$ cat config.mk
export PLATFORM = sky130hd
export DESIGN_NAME = car_speed_tick
export DESIGN_NICKNAME = d
export VERILOG_FILES = /design/src/rtl/car_speed_tick.sv
export SDC_FILE = /design/constraint.sdc
export NUM_CORES = 1
export LEC_CHECK = 0
export ABC_AREA = 1
export BUFFER_PORTS_ARGS = -buffer_cell sky130_fd_sc_hd__buf_2
export CAP_MARGIN = 30
export CORE_AREA = 2 2 90 92
export DETAILED_ROUTE_END_ITERATION = 12
export DIE_AREA = 0 0 92 94
export PLACE_DENSITY_LB_ADDON = 0.08
export SETUP_SLACK_MARGIN = 0.5
export SLEW_MARGIN = 20
export SYNTH_ARGS = -nofsm -noshare
export SYNTH_HDL_FRONTEND = slang
export SYNTH_SLANG_ARGS = --single-unit
$ cat constraint.sdc
create_clock -name CLOCK_50 -period 4.45 [get_ports CLOCK_50]
set_clock_uncertainty 0.15 [all_clocks]
set_input_delay 0.89 -clock CLOCK_50 [delete_from_list [all_inputs] [get_ports CLOCK_50]]
set_output_delay 0.89 -clock CLOCK_50 [all_outputs]
set_load 0.02 [all_outputs]
$ cat src/rtl/car_speed_tick.sv
// Game-speed tick generator: one-cycle Tick pulses at BASE_DIV >> level cycles, with a Distance count of Ticks issued.
// Optional CAR_SPEED_RAMP_EN: at each boundary Level steps one level toward the request instead of jumping to it.
module car_speed_tick #(
  parameter int BASE_DIV   = 25000000,
  parameter int NUM_LEVELS = 3,
  parameter int DIST_W     = 16,
  localparam int LW        = (NUM_LEVELS > 1) ? $clog2(NUM_LEVELS) : 1
) (
  input  logic                  CLOCK_50,
  input  logic                  Reset,
  input  logic [NUM_LEVELS-1:0] SW,
  input  logic                  Pause,
  input  logic                  Clear,
  output logic                  Tick,
  output logic [LW-1:0]         Level,
  output logic                  Running,
  output logic [DIST_W-1:0]     Distance
);

  localparam int CW = $clog2(BASE_DIV);
  localparam logic [0:0] ST_IDLE = 1'b0;
  localparam logic [0:0] ST_RUN  = 1'b1;

  logic [NUM_LEVELS-1:0] sw_q_r;
  logic [0:0]            state_r;
  logic [CW-1:0]         count_r;
  logic [LW-1:0]         level_r;
  logic [DIST_W-1:0]     dist_r;
  logic                  sw_valid_s;
  logic [LW-1:0]         req_level_s;
  logic [LW-1:0]         next_level_s;
  logic                  tick_s;

  // Reload value for a level; the loop unrolls into a constant table.
  function automatic logic [CW-1:0] period_m1(input logic [LW-1:0] lvl);
    logic [CW-1:0] r;
    r = CW'(BASE_DIV - 1);
    for (int k = 0; k < NUM_LEVELS; k++) begin
      r = (lvl == LW'(k)) ? CW'((BASE_DIV >> k) - 1) : r;
    end
    return r;
  endfunction

  // Selection decode, level update rule and the boundary pulse.
  always_comb begin
    sw_valid_s  = $onehot(sw_q_r);
    req_level_s = LW'(0);
    for (int k = 0; k < NUM_LEVELS; k++) begin
      req_level_s = sw_q_r[k] ? LW'(k) : req_level_s;
    end
`ifdef CAR_SPEED_RAMP_EN
    if (req_level_s > level_r) begin
      next_level_s = level_r + LW'(1);
    end else if (req_level_s < level_r) begin
      next_level_s = level_r - LW'(1);
    end else begin
      next_level_s = level_r;
    end
`else
    next_level_s = req_level_s;
`endif
    tick_s = (state_r == ST_RUN) && sw_valid_s && !Pause &&
             (count_r == CW'(0)) && !Reset;
  end

  // Input register, run/idle control and period counter.
  always_ff @(posedge CLOCK_50) begin
    if (Reset) begin
      sw_q_r  <= '0;
      state_r <= ST_IDLE;
      count_r <= CW'(0);
      level_r <= LW'(0);
    end else begin
      sw_q_r <= SW;
      case (state_r)
        ST_IDLE: begin
          if (sw_valid_s) begin
            state_r <= ST_RUN;
            level_r <= req_level_s;
            count_r <= period_m1(req_level_s);
          end else begin
            count_r <= CW'(0);
          end
        end
        ST_RUN: begin
          if (!sw_valid_s) begin
            state_r <= ST_IDLE;
            count_r <= CW'(0);
          end else if (tick_s) begin
            // Rate changes only land here, so no period is cut short or stretched.
            level_r <= next_level_s;
            count_r <= period_m1(next_level_s);
          end else if (!Pause) begin
            count_r <= count_r - CW'(1);
          end else begin
            count_r <= count_r;
          end
        end
        default: begin
          state_r <= ST_IDLE;
          count_r <= CW'(0);
        end
      endcase
    end
  end

  // Distance odometer; Clear overrides a coincident Tick.
  always_ff @(posedge CLOCK_50) begin
    if (Reset) begin
      dist_r <= DIST_W'(0);
    end else if (Clear) begin
      dist_r <= DIST_W'(0);
    end else if (tick_s) begin
      dist_r <= dist_r + DIST_W'(1);
    end else begin
      dist_r <= dist_r;
    end
  end

  assign Tick     = tick_s;
  assign Level    = level_r;
  assign Running  = (state_r == ST_RUN);
  assign Distance = dist_r;

endmodule
==> out/qor.yml <==
route:
  firstDrtPassIters: 5
  vias_per_cell: 5.23
  drtIter0Drc: 231
  via_count: 3188
  wire_per_inst_um: 13.7
  antenna_left: 0
  drt_drc_violations_left: 0
  routed_wirelength_um: 8340
logic_synthesis:
  syn_area_per_cell_um2: 6.19
  async_flop_share_pct: 0
  syn_inst: 481
  yosys_warnings: 0
  synth-seq-cells: 47
  synth_nets: 492
  synth_ff_type: "dfxtp_1"
  ys_seq_area_share_pct: 31.6
  synth-edff-count: 0
  synth.most_common_cell: "nand2_1"
  yosysTopAreaCell: "dfxtp_1"
  synth.top_cell.area_share_pct: 31.6
  synth_cell_type_count: 28
  synth.area.top_cells: "dfxtp_1 (32%), nand2_1 (15%), nor2_1 (8.3%)"
  netlist_area_um2: 2980
  yosys-top-cells-count: "nand2_1 (122), nor2_1 (66), inv_1 (56)"
global_routing:
  grt_pass1_wl_um: 14400
  grt_max_degree: 23
  grt_overflow_total: 0
  grt_pass1_vias: 3049
  globalRouteTotalUtil_pct: 20.9
  antenna_found_initial: 0
floorplanning:
  core_area_um2: 7610
  die_y_um: 94
  io_pins: 27
  rows: 32
  fp.dieArea_um2: 8650
  start_util_pct: 39.2
  die_w_um: 92
timing:
  whs_ns: 0.325
  tightest_slew_ns: 0.597
  slew_viol_final: 0
  relSlewSlack_pct: 60.1
  grt_setup_unrepaired: "no"
  tns_ns: 0
  fin_crit_ns: 3.26
  fmax_mhz: 307
  hold_viol: 0
  min_period_over_period_pct: 73.2
  finalSetupViolations: 0
power:
  pwr_density_cell_nw_per_um2: 345
  leakagePower_nw: 1.48
  ir_worst_vdd_uv: 147
  power.total_mw: 1.14
clock_tree:
  cts_tree: "built"
  cts_resized: 0
  clock-sinks: 47
  clk_latency_ns: 0.32
  hold_buffers: 0
  clockBufferDepth: 2
  clk_pin_slew_ns: 0.09
  htreeDepth: 2
  cts_buffers: 5
  post_cts_buffers: 0
  cts-root-buf: "clkbuf_8"
worst_setup_path:
  crit_type: "reg2out"
  crit_arrival_ns: 2.22
  crit_required_ns: 3.41
  cp-end-kind: "primary output"
  ff2ff_path_depth: 10
  critPathLaunchType: "register"
  crit_fanout: 12
layout:
  fillCellCount: 844
  post-route-cell-area_um2: 3310
  layout.nets: 518
  regArea_um2: 941
  drive_above_1_share_pct: 11.2
  area_growth_pct: 11.2
  diodes: 0
  multi_input_area_um2: 1770
flow_run:
  drv_cap: 0
placed_design:
  dpl-instance-area_um2: 3210
  port_buffers: 26
  globalplace.congestion: 0.898
  hpwl_um: 6370
worst_hold_path:
  holdPathStages: 2
  hold_path.class: "reg2reg"
run_status:
  status: "completed"
## where the power goes
part | internal, mW | switching [mW]
Sequential | 0.447 | 0.0338
Clock | 0.142 | 0.158
Combinational | 0.117 | 0.245
## layer usage
layer | share of wire, % | global-route usage (%) | vias up
li1 | - | - | 1621
met1 | 43 | 25.2 | 1473
met2 | 50 | 36.5 | 78
met3 | 4.2 | 3.53 | 16
met4 | 2.9 | 9.20 | 0
met5 | 0 | 0 | -
## path summary, 6_finish.rpt
path	from	to	slack [ns]
worst min register to register	count_r[1]	count_r[1]	0.32
worst max-delay path	sw_q_r[2]	Tick	1.19
worst min-delay path	count_r[1]	count_r[1]	0.32
worst max register to register	sw_q_r[2]	Level[1]	1.73
## final cells by class
type,count,share of cell area [%]
repair buffers,28,4.38
multi-input cells,366,53.5
clock buffers,7,2.91
inverters,59,6.68
flip-flops and latches,47,28.4
well taps,102,3.85
clock inverters,1,0.227
## sequential cells by signal, summed over array words and instances (netlist names)
signal	cells
Distance	16
Level	2
Running	1
count_r	25
sw_q_r	3
## cell usage in the layout (no fill, tap or decap), drive strengths merged, types with 7 or more instances in the layout
| master | synthesis | routed |
|---|---|---|
| a21oi | 46 | 46 |
| buf | 3 | 28 |
| clkbuf | 6 | 7 |
| dfxtp | 47 | 47 |
| inv | 58 | 58 |
| nand2 | 126 | 126 |
| nand3 | 32 | 32 |
| nand4 | 22 | 22 |
| nor2 | 78 | 78 |
| nor3 | 14 | 14 |
| o21ai | 33 | 33 |
| xor2 | 7 | 7 |
## worst max-delay path, cell delays in order, from the launching register on
cell	delay, ns
dfxtp_1	0.41
fa_1	0.58
nand3_4	0.15
nor2_4	0.31
nand3_1	0.19
inv_1	0.10
buf_2	0.16
## cell families after synthesis
logic type | Yosys count | share of synthesized area, %
compound gates | 79 | 13.3
xor+xnor | 7 | 2.06
fa+ha+maj | 4 | 1.93
buf+inv | 68 | 8.86
flops | 47 | 31.6
simple gates | 276 | 42.3
## per-stage QoR
stage / setup slack [ns] / utilization [%] / std cells
floorplan: 1.76 / - / 481
detailed placement: 1.52 / 42.2 / 602
global placement: 1.56 / 42.2 / 602
finish: 1.19 / 43.6 / 610
CTS: 1.18 / 43.6 / 610
global route: 1.04 / 43.6 / 610
No activity file was read; power rests on OpenSTA's default activity.
